### config.mk
export PLATFORM = sky130hd
export DESIGN_NAME = hazard_forward_unit
export DESIGN_NICKNAME = d
export VERILOG_FILES = /design/src/rtl/rv_pkg.sv /design/src/rtl/opcode_class.sv /design/src/rtl/hazard_forward_unit.sv
export SDC_FILE = /design/constraint.sdc
export NUM_CORES = 1
export LEC_CHECK = 0
export CAP_MARGIN = 10
export CORE_UTILIZATION = 54
export DETAILED_ROUTE_END_ITERATION = 8
export GPL_TIMING_DRIVEN = 0
export MAX_ROUTING_LAYER = met4
export PLACE_DENSITY = 0.86
export SLEW_MARGIN = 20
export SYNTH_ARGS = -nofsm -noshare
export SYNTH_HDL_FRONTEND = slang
export SYNTH_SLANG_ARGS = --single-unit
export TNS_END_PERCENT = 10
### constraint.sdc
create_clock -name clk -period 5.2 [get_ports clk]
set_clock_uncertainty 0.15 [all_clocks]
set_input_delay 0.52 -clock clk [delete_from_list [all_inputs] [get_ports clk]]
set_output_delay 0.52 -clock clk [all_outputs]
set_load 0.01 [all_outputs]
### src/rtl/rv_pkg.sv
// Shared RV32I decode constants used by the hazard/forwarding unit, the
// ALU decoder and the control unit.
package rv_pkg;

    // Base opcodes (instr[6:0])
    localparam logic [6:0] OPC_R      = 7'b0110011;
    localparam logic [6:0] OPC_IMM    = 7'b0010011;
    localparam logic [6:0] OPC_LOAD   = 7'b0000011;
    localparam logic [6:0] OPC_STORE  = 7'b0100011;
    localparam logic [6:0] OPC_BRANCH = 7'b1100011;
    localparam logic [6:0] OPC_JALR   = 7'b1100111;
    localparam logic [6:0] OPC_JAL    = 7'b1101111;
    localparam logic [6:0] OPC_LUI    = 7'b0110111;
    localparam logic [6:0] OPC_AUIPC  = 7'b0010111;

    // Forwarding select value meaning "take the operand from the register file"
    localparam int FWD_REGFILE = 0;

endpackage

### src/rtl/opcode_class.sv
// Combinational opcode classifier: which register operands an instruction
// reads, whether it writes rd, and whether its result comes from memory.
module opcode_class
    import rv_pkg::*;
(
    input  logic [6:0] opcode,
    output logic       uses_rs1,
    output logic       uses_rs2,
    output logic       writes_rd,
    output logic       is_load
);

    // Decode opcode into operand-usage flags; unknown opcodes use and write nothing
    always_comb begin
        // NOTE: every output gets a default first so no path through the case infers a latch.
        uses_rs1  = 1'b0;
        uses_rs2  = 1'b0;
        writes_rd = 1'b0;
        is_load   = 1'b0;
        case (opcode)
            OPC_R: begin
                uses_rs1  = 1'b1;
                uses_rs2  = 1'b1;
                writes_rd = 1'b1;
            end
            OPC_IMM, OPC_JALR: begin
                uses_rs1  = 1'b1;
                writes_rd = 1'b1;
            end
            OPC_LOAD: begin
                uses_rs1  = 1'b1;
                writes_rd = 1'b1;
                is_load   = 1'b1;
            end
            OPC_STORE, OPC_BRANCH: begin
                uses_rs1  = 1'b1;
                uses_rs2  = 1'b1;
            end
            OPC_JAL, OPC_LUI, OPC_AUIPC: begin
                writes_rd = 1'b1;
            end
            default: ;
        endcase
    end

endmodule

### src/rtl/hazard_forward_unit.sv
// Decode-boundary hazard controller: tracks in-flight writers in the
// downstream stages, selects forwarding sources per operand, stalls on
// load-use, kills the decode slot after a redirect, and counts both events.
module hazard_forward_unit
    import rv_pkg::*;
#(
    parameter int REG_AW       = 5,
    parameter int FWD_STAGES   = 2,
    parameter int LOAD_LAT     = 1,
    parameter int FLUSH_CYCLES = 1,
    parameter int CNT_W        = 32
) (
    input  logic                             clk,
    input  logic                             rst,
    input  logic                             d_valid,
    input  logic [6:0]                       d_opcode,
    input  logic [REG_AW-1:0]                d_rs1,
    input  logic [REG_AW-1:0]                d_rs2,
    input  logic [REG_AW-1:0]                d_rd,
    input  logic                             redirect,
    output logic                             stall,
    output logic                             flush,
    output logic [$clog2(FWD_STAGES+1)-1:0]  fwd_sel_a,
    output logic [$clog2(FWD_STAGES+1)-1:0]  fwd_sel_b,
    output logic [CNT_W-1:0]                 stall_count,
    output logic [CNT_W-1:0]                 flush_count
);

    localparam int SEL_W = $clog2(FWD_STAGES + 1);
    localparam int FC_W  = (FLUSH_CYCLES > 1) ? $clog2(FLUSH_CYCLES) : 1;

    typedef struct packed {
        logic              valid;
        logic              wr;
        logic [REG_AW-1:0] rd;
        logic              is_load;
    } stage_t;

    // Entry k describes the instruction currently in downstream stage k
    stage_t            stage_q [1:FWD_STAGES];
    stage_t            stage1_d;
    logic [FC_W-1:0]   flush_cnt_q;
    logic [CNT_W-1:0]  stall_cnt_q;
    logic [CNT_W-1:0]  flush_evt_q;

    logic              uses_rs1, uses_rs2, writes_rd, is_load;
    logic [SEL_W-1:0]  sel_a_raw, sel_b_raw;
    logic              ld_a_raw, ld_b_raw;
    logic              use_a, use_b;
    logic              lu_a, lu_b;

    opcode_class u_opcode_class (
        .opcode    (d_opcode),
        .uses_rs1  (uses_rs1),
        .uses_rs2  (uses_rs2),
        .writes_rd (writes_rd),
        .is_load   (is_load)
    );

    // Youngest-writer search: scan oldest to youngest so the smallest k wins
    always_comb begin
        sel_a_raw = '0;
        sel_b_raw = '0;
        ld_a_raw  = 1'b0;
        ld_b_raw  = 1'b0;
        for (int k = FWD_STAGES; k >= 1; k--) begin
            if (stage_q[k].valid && stage_q[k].wr && (stage_q[k].rd == d_rs1)) begin
                sel_a_raw = SEL_W'(k);
                ld_a_raw  = stage_q[k].is_load && (k <= LOAD_LAT);
            end
            if (stage_q[k].valid && stage_q[k].wr && (stage_q[k].rd == d_rs2)) begin
                sel_b_raw = SEL_W'(k);
                ld_b_raw  = stage_q[k].is_load && (k <= LOAD_LAT);
            end
        end
    end

    // x0 is hard-wired zero, so a source of x0 never takes a forwarded value
    assign use_a = uses_rs1 && (d_rs1 != '0) && (sel_a_raw != '0);
    assign use_b = uses_rs2 && (d_rs2 != '0) && (sel_b_raw != '0);
    assign lu_a  = use_a && ld_a_raw;
    assign lu_b  = use_b && ld_b_raw;

    // A killed decode slot never stalls; reset forces all control outputs low
    assign flush     = !rst && (redirect || (flush_cnt_q != '0));
    assign stall     = !rst && d_valid && (lu_a || lu_b) && !flush;
    assign fwd_sel_a = (!rst && use_a && !lu_a) ? sel_a_raw : SEL_W'(FWD_REGFILE);
    assign fwd_sel_b = (!rst && use_b && !lu_b) ? sel_b_raw : SEL_W'(FWD_REGFILE);

    // Next stage-1 entry: a bubble unless a live, unstalled, unflushed instruction issues
    always_comb begin
        stage1_d = '0;
        if (d_valid && !stall && !flush) begin
            stage1_d.valid   = 1'b1;
            stage1_d.wr      = writes_rd && (d_rd != '0);
            stage1_d.rd      = d_rd;
            stage1_d.is_load = is_load;
        end
    end

    // Advance the writer-tracking shift register one stage per cycle
    always_ff @(posedge clk or posedge rst) begin
        if (rst) begin
            // NOTE: the stage entries are control state, not data storage, so every one is reset to invalid.
            for (int k = 1; k <= FWD_STAGES; k++) begin
                stage_q[k] <= '0;
            end
        end else begin
            // NOTE: non-blocking assignments let every entry shift from its pre-edge neighbour.
            stage_q[1] <= stage1_d;
            for (int k = 2; k <= FWD_STAGES; k++) begin
                stage_q[k] <= stage_q[k-1];
            end
        end
    end

    // Flush window: a redirect (re)loads the countdown, otherwise it drains to 0
    always_ff @(posedge clk or posedge rst) begin
        if (rst) begin
            flush_cnt_q <= '0;
        end else if (redirect) begin
            flush_cnt_q <= FC_W'(FLUSH_CYCLES - 1);
        end else if (flush_cnt_q != '0) begin
            flush_cnt_q <= flush_cnt_q - 1'b1;
        end
    end

    // Saturating performance counters for stall cycles and redirect events
    always_ff @(posedge clk or posedge rst) begin
        if (rst) begin
            stall_cnt_q <= '0;
            flush_evt_q <= '0;
        end else begin
            if (stall && (stall_cnt_q != '1)) begin
                stall_cnt_q <= stall_cnt_q + 1'b1;
            end
            if (redirect && (flush_evt_q != '1)) begin
                flush_evt_q <= flush_evt_q + 1'b1;
            end
        end
    end

    assign stall_count = stall_cnt_q;
    assign flush_count = flush_evt_q;

endmodule

# Yosys cells after proc, flatten, opt, wreduce, memory -nomap -nowiden

Index checks and enable logic that the tools add are counted.
Widths: inputs -> output; s select.

Reductions and logical operators: 40
Eq/ne operators: 15
$add $sub $neg: 3
Muxes and demuxes: 15

Operators by type and width:

| operator              | count |
|---|---|
| $add 32x1->32 const B | 2 |
| $ne 32x32->1 const B  | 2 |
| $logic_and 1x1->1     | 25 |
| $eq 7x6->1 const B    | 3 |
| $eq 7x7->1 const B    | 3 |
| $eq 5x5->1            | 4 |
| $reduce_bool 5->1     | 3 |
| $eq 7x5->1 const B    | 2 |
| $mux 2                | 6 |
| $mux 1                | 8 |
| $mux 8                | 1 |
| $eq 7x2->1 const B    | 1 |
| $reduce_or 7->1       | 1 |
| $reduce_or 6->1       | 1 |
| $logic_not 1->1       | 5 |
| $reduce_bool 2->1     | 2 |
| $reduce_or 3->1       | 1 |
| $logic_or 1x1->1      | 2 |
| $sub 1x1->1 const B   | 1 |

Output and inout bits: 70
Bits of input ports: 26
Flip-flop bits (word level): 80

# Longest topological paths before layout

Gate-level depths: netlist (run 1).

Word-level depth: 14
Mapped depth: 9
Depth with buffers taken out: 7

# Modules after synthesis

A second synthesis (run 1) with hierarchy kept.

Cells, all modules: 379
Area, all modules: 3980.1 sq um

By module, submodules not included:

| module              | cells an instance | area an instance (sq um) | times used |
|---|---|---|---|
| hazard_forward_unit | 368               | 3882.5                   | 1 |
| opcode_class        | 11                | 97.6                     | 1 |

# Worst setup path after synthesis (run 1)

OpenSTA, ideal clock, no wires.

Path kind: input to output
Start: input rst
End: output fwd_sel_a[1]
Required time: 4530 ps
Slack: 1245 ps
Data arrival time: 3285 ps
Buffers on the path: 0
Stages: 5
Cells stage by stage: inv_1 nand3_1 or4_1 nor3_1 o2111a_1

Word-level cells in the longest chain between the ends: 4

Ends and longest elaborated chain:

| element                          | line                      | RTL |
|---|---|---|
| start, declared                  | hazard_forward_unit.sv:14 | `input logic rst,` |
| $logic_not 1->1 (no source line) | n/a                       |  |
| $logic_and 1x1->1 (2 in series)  | hazard_forward_unit.sv:87 | `assign fwd_sel_a = (!rst && use_a && !lu_a) ? sel_a_raw : SEL_W'(FWD_REGFILE);` |
| $mux 2                           | hazard_forward_unit.sv:87 |  |
| end, declared                    | hazard_forward_unit.sv:23 | `output logic [$clog2(FWD_STAGES+1)-1:0] fwd_sel_a,` |

Every way passes these cells.

# Worst setup path after layout (run 1)

Start: input d_rs1[2]
End: output stall

Word-level cells in the longest chain between the ends: 10
Elaborated cells between the ends (all ways): 15
Classes of those cells: eq/ne (2); mux (3); reduce/logical (10)

Ends and longest elaborated chain:

| element                             | line                      | RTL |
|---|---|---|
| start, declared                     | hazard_forward_unit.sv:17 | `input logic [REG_AW-1:0] d_rs1,` |
| $eq 5x5->1                          | hazard_forward_unit.sv:67 | `if (stage_q[k].valid && stage_q[k].wr && (stage_q[k].rd == d_rs1)) begin` |
| $logic_and 1x1->1                   | hazard_forward_unit.sv:67 |  |
| $mux 2 (2 in series)                | hazard_forward_unit.sv:67 |  |
| $reduce_bool 2->1                   | hazard_forward_unit.sv:79 | `assign use_a = uses_rs1 && (d_rs1 != '0) && (sel_a_raw != '0);` |
| $logic_and 1x1->1                   | hazard_forward_unit.sv:79 |  |
| $logic_and 1x1->1 (*)               | hazard_forward_unit.sv:81 | `assign lu_a = use_a && ld_a_raw;` |
| $logic_or 1x1->1 (*)                | hazard_forward_unit.sv:86 | `assign stall = !rst && d_valid && (lu_a \|\| lu_b) && !flush;` |
| $logic_and 1x1->1 (*) (2 in series) | hazard_forward_unit.sv:86 |  |
| end, declared                       | hazard_forward_unit.sv:21 | `output logic stall,` |

Every way passes the cells marked *; elsewhere a longest branch is shown, timed or not.

==> metrics.txt, run 1 <==
status=complete, no violations; RR Startpoint=stall_count[0]$_DFFE_PP0P_; YS warnings=0; cell taking the most area after synthesis=dfrtp_1; Gate Count Post-Synth=slightly below 400; DRT Pass-1 Iters=4; hold path depth=0; final hold slack=between 200 and 250 ps; Worst EP required=~4500 ps; power per cell area=248 nW/um^2; RSZ-0062 raised after global routing=false; fin cells=between 500 and 600; Placer Congestion=~0.87; Post-synth EDFFs=0; Slew @ Worst Pin=731 ps; nets@finish=a little over 500; synth top area cells=dfrtp_1, xor2_1, xnor2_1, nand3_1, nor4_2; Die W=a little under 90 um; reg2reg end=stall_count[2]$_DFFE_PP0P_; n_diodes=0; worst ir drop on vdd=0.228 mV; mapped cell area=approximately 4100 sq um; CTS buffer count=9; Hold Startpoint=stage_q[15]$_DFF_PP0_; Worst R2R Path Depth=9; DR vias=between 3000 and 4000; post-route clock period utilization=77.0%; Tot GR Track Use=between 20% and 30%; IO buf count=94; total routed wirelength=9370 um; fmax=about 250 MHz; WHS Endpoint=stage_q[7]$_DFF_PP0_; die area=slightly below 8000 sq um; initial core utilization=a little under three fifths; CP Launch Type=input pin; CORE AREA=between 7000 and 8000 sq um; final hold viol count=0; dpl hpwl=roughly 6900 um; Hold Crit Class=flip-flop to flip-flop; final setup vio count=0; Clock Latency Late Sink=between 300 and 400 ps; num rows=31; critical path type=input pin to primary output; post_cts resized=0; Iter 0 DRT Violations=156; Vias/cell=about 5.7; H-tree depth=3; Yosys top cell area share=around half; Post-CTS Setup Repair Bufs=0; Synth async-reset ratio=100%; critical path arrival=between 3000 and 4000 ps; FF+latch count, synth=79; reg2reg setup slack=between 2000 and 2500 ps; Critical Path End Type=primary output; net count after synthesis=between 400 and 500; largest net degree at the start of global routing=between 40 and 50; CTS root buffer=clkbuf_8; Post-CTS Hold Buffers=0; sequential-to-total area share from yosys stat=48.5%; drt wl/cell=roughly 16 um; pre-CTS setup slack=around 1200 ps; CTS max path bufs=2; Total Power=1.33 mW; residual DRC count=0; minimum clock period=~4000 ps; grt ovf=0; most frequent cells after synthesis=dfrtp_1, xor2_1, nand3_1, xnor2_1, nor2_1; initial antenna violation count=0; Final Cell Area=5360 sq um; vias in the first global route=approximately 3100; Pleak=about 2.3 nW; max-cap viol count=0; Worst Path Max Fanout=10; register clock-pin slew on the reported worst setup and hold paths=approximately 70 ps; layout cells sized above 1=around 8.3%; Total Neg Setup Slack=0 ps; top-count cell post-synth=dfrtp_1; Synth cell types=37; post-synthesis average cell area=approximately 11 sq um; antenna-violating nets left=0; placed cell area=between 5000 and 6000 sq um; Layout area overhead=31.6%; first-pass GRT wire length=~15000 um; Final Core Density=73.9%; max-slew violations=0; IO Count=96; chip height=88.8 um; Clock Sinks=79; TritonCTS clock tree=yes; Synth Flop Type=dfrtp_1; Slew Limit Headroom=about half; worst setup margin=~1200 ps; Placed Cells=~580
[worst max-delay path by stage]
stage / startpoint / end / slack, ps / depth (start not counted)
6_report: d_rs1[2] / stall / 1200 / 8
5_1_grt: rst / fwd_sel_a[1] / 960 / 8
4_1_cts: rst / fwd_sel_a[1] / 1160 / 8
3_5_place_dp: rst / fwd_sel_a[1] / 1180 / 8
3_3_place_gp: rst / fwd_sel_a[1] / -650 / 7
2_1_floorplan: rst / fwd_sel_a[1] / 1240 / 5
[layout by cell type, fill, tap and decap left out, drive strengths merged, types with 7 or more instances in the layout]
cell | Yosys | final
nor4 | 17 | 17
clkbuf | 6 | 17
and3 | 11 | 11
nand3 | 32 | 32
nor2 | 27 | 27
nand2 | 25 | 25
xor2 | 53 | 53
xnor2 | 28 | 28
nor3 | 26 | 26
dfrtp | 79 | 79
and4 | 7 | 7
clkdlybuf4s50 | 0 | 94
and2 | 9 | 9
nand4 | 22 | 22
[power breakdown]
part           switching [mW]  total (mW)  internal (mW)
clock network           0.224       0.459          0.235
logic                  0.0817       0.185          0.103
registers              0.0402       0.686          0.646
[area by class of cell]
cell class	instances	area, sq um
Multi-Input combinational cell	293	2030
Tap cell	99	124
Clock inverter	5	57.6
Buffer	10	55.1
Timing Repair Buffer	95	961
Clock buffer	11	141
Sequential cell	79	1980
Inverter	3	13.8
Fill cell	519	1890
[state kept, by name (all words and copies together), names as in the netlist]
register / flops
stall_count: 32
flush_count: 32
stage_q: 15
[layer usage]
layer	track usage [%]	up-vias	wire length, um
met3	4.66	18	486
met1	32.7	1624	4070
li1	-	1589	-
met4	10.6	0	195
met5	-	-	0
met2	40.7	132	4620
[logic make-up after synthesis]
| family | share of synthesized area [%] |
|---|---|
| AOI/OAI and AO/OA | 2.09 |
| xor gates and xnor gates | 17.4 |
| adders and majority gates | 0.614 |
| buffers and inverters | 1.63 |
| DFF | 48.5 |
| muxes | 0.553 |
| and+or+nand+nor | 29.2 |
[worst max-delay path, stage by stage]
cell and delay (ps):
clkdlybuf4s50_1 480, xor2_1 190, or4_4 530, or4_4 540, a21boi_4 180, buf_2 220
nor2_1 120, clkdlybuf4s50_1 560
Power figures use the tool's default switching activity.
==> inputs of run 2 (changes only) <==
--- a/config.mk
+++ b/config.mk
@@ -6,11 +6,11 @@
 export NUM_CORES = 1
 export LEC_CHECK = 0
 export CAP_MARGIN = 10
-export CORE_UTILIZATION = 54
+export CORE_UTILIZATION = 50
 export DETAILED_ROUTE_END_ITERATION = 8
 export GPL_TIMING_DRIVEN = 0
 export MAX_ROUTING_LAYER = met4
-export PLACE_DENSITY = 0.86
+export PLACE_DENSITY = 0.8
 export SLEW_MARGIN = 20
 export SYNTH_ARGS = -nofsm -noshare
 export SYNTH_HDL_FRONTEND = slang
==> constraint.sdc (replaced) <==
create_clock -name clk -period 3.85 [get_ports clk]
set_clock_uncertainty 0.15 [all_clocks]
set_input_delay 0.385 -clock clk [delete_from_list [all_inputs] [get_ports clk]]
set_output_delay 0.385 -clock clk [all_outputs]
set_load 0.01 [all_outputs]
==> metrics.txt, run 2 (synthesized netlist as in run 1, its figures left out) <==
status=complete, no violations; drt wl/cell=around 16 um; Pleak=~2.3 nW; post-route clock period utilization=between 90% and 100%; nets@finish=519; Post-CTS Hold Buffers=0; critical path arrival=3210 ps; reg2reg setup slack=approximately 1100 ps; slowest CP cell=clkdlybuf4s50_1; total routed wirelength=between 9000 and 10000 um; CORE AREA=between 7000 and 8000 sq um; critical path type=input pin to primary output; Crit path max-delay family=buffers and inverters; critical-path cell list=clkdlybuf4s50_1 > xor2_1 > or4_4 > or4_4 > a21boi_4 > buf_2 > nor2_1 > clkdlybuf4s50_1; register clock-pin slew on the reported worst setup and hold paths=roughly 70 ps; most common cell after layout, fill and taps aside=clkdlybuf4s50_1; dpl hpwl=just over 7000 um; Die W=92.3 um; Worst R2R Path Depth=9; pre-CTS setup slack=around 37 ps; Placer Congestion=0.881; final hold viol count=0; Clock Latency Late Sink=roughly 350 ps; Vias/cell=around 5.8; largest stage delay on the critical path=~560 ps; Final Cell Area=approximately 5400 sq um; Slew Limit Headroom=51.5%; chip height=slightly above 90 um; Clock Sinks=79; RR Startpoint=stall_count[0]$_DFFE_PP0P_; fin cells=between 500 and 600; final hold slack=232 ps; die area=roughly 8500 sq um; minimum clock period=~3700 ps; worst setup margin=approximately 110 ps; residual DRC count=0; grt ovf=0; hold path depth=0; max-cap viol count=0; fmax=267 MHz; DR vias=~3400; n_diodes=0; Layout area overhead=31.4%; power per cell area=between 300 and 400 nW/um^2; num rows=32; placed cell area=5160 sq um; Hold Crit Class=flip-flop to flip-flop; Total Power=~1.8 mW; H-tree depth=3; IO buf count=94; IO Count=96; max-slew violations=0; Final Core Density=about two thirds; Slew @ Worst Pin=between 700 and 800 ps; Worst EP required=between 3000 and 4000 ps; WHS Endpoint=stage_q[7]$_DFF_PP0_; Tot GR Track Use=between 20% and 30%; Iter 0 DRT Violations=~210; initial antenna violation count=0; reg2reg end=stall_count[10]$_DFFE_PP0P_; largest net degree at the start of global routing=43; initial core utilization=between 50% and 60%; CTS max path bufs=2; RSZ-0062 raised after global routing=false; Worst Path Max Fanout=10; final setup vio count=0; Hold Startpoint=stage_q[15]$_DFF_PP0_; most frequent cells in the layout=clkdlybuf4s50_1, dfrtp_1, xor2_1; Critical Path End Type=primary output; vias in the first global route=3308; CTS root buffer=clkbuf_8; worst path buffer plus inverter count=3; worst ir drop on vdd=between 0.15 and 0.2 mV; first-pass GRT wire length=about 16000 um; CTS buffer count=9; CP Launch Type=input pin; Post-CTS Setup Repair Bufs=0; Placed Cells=slightly below 600; Total Neg Setup Slack=0 ps; DRT Pass-1 Iters=4; layout cells sized above 1=7.88%; antenna-violating nets left=0; TritonCTS clock tree=yes; fillers=about 640
run 2: how the worst max path moves through the flow:
stage,depth (start not counted),endpoint,from,slack [ps]
2_1_floorplan,5,fwd_sel_a[1],rst,160
3_3_place_gp,7,fwd_sel_a[1],rst,-1800
3_5_place_dp,8,fwd_sel_a[1],rst,40
4_1_cts,8,fwd_sel_a[1],rst,20
5_1_grt,8,fwd_sel_a[1],rst,5
6_report,8,stall,d_rs1[2],110
run 2: power by group:
group          switching (mW)  leakage, nW  total [mW]  internal [mW]
Sequential             0.0549         1.07       0.928          0.873
Combinational           0.110         1.16       0.249          0.139
Clock                   0.295       0.0892       0.590          0.295
run 2: timing repair:
item | CTS | global route
endpoints found under the hold margin | 0 | 0
resized for setup | 0 | 5
setup endpoints to repair | 0 | 1
run 2: layer usage:
metal / global-route usage (%) / vias to the layer above / part of all wire (%)
met2: 39.2 / 130 / 49
met3: 4.06 / 18 / 5.7
li1: - / 1588 / -
met1: 31.0 / 1699 / 43
met4: 8.98 / 0 / 2.1
met5: - / - / 0
run 2: cell type report:
class / count / area (sq um) / area share (%)
Multi-Input combinational cell: 293 / 2030 / 37.9
Timing Repair Buffer: 95 / 961 / 18.0
Sequential cell: 79 / 1980 / 36.9
Tap cell: 102 / 128 / 2.38
Clock inverter: 4 / 47.5 / 0.888
Clock buffer: 11 / 131 / 2.45
Inverter: 3 / 23.8 / 0.444
Buffer: 10 / 55.1 / 1.03
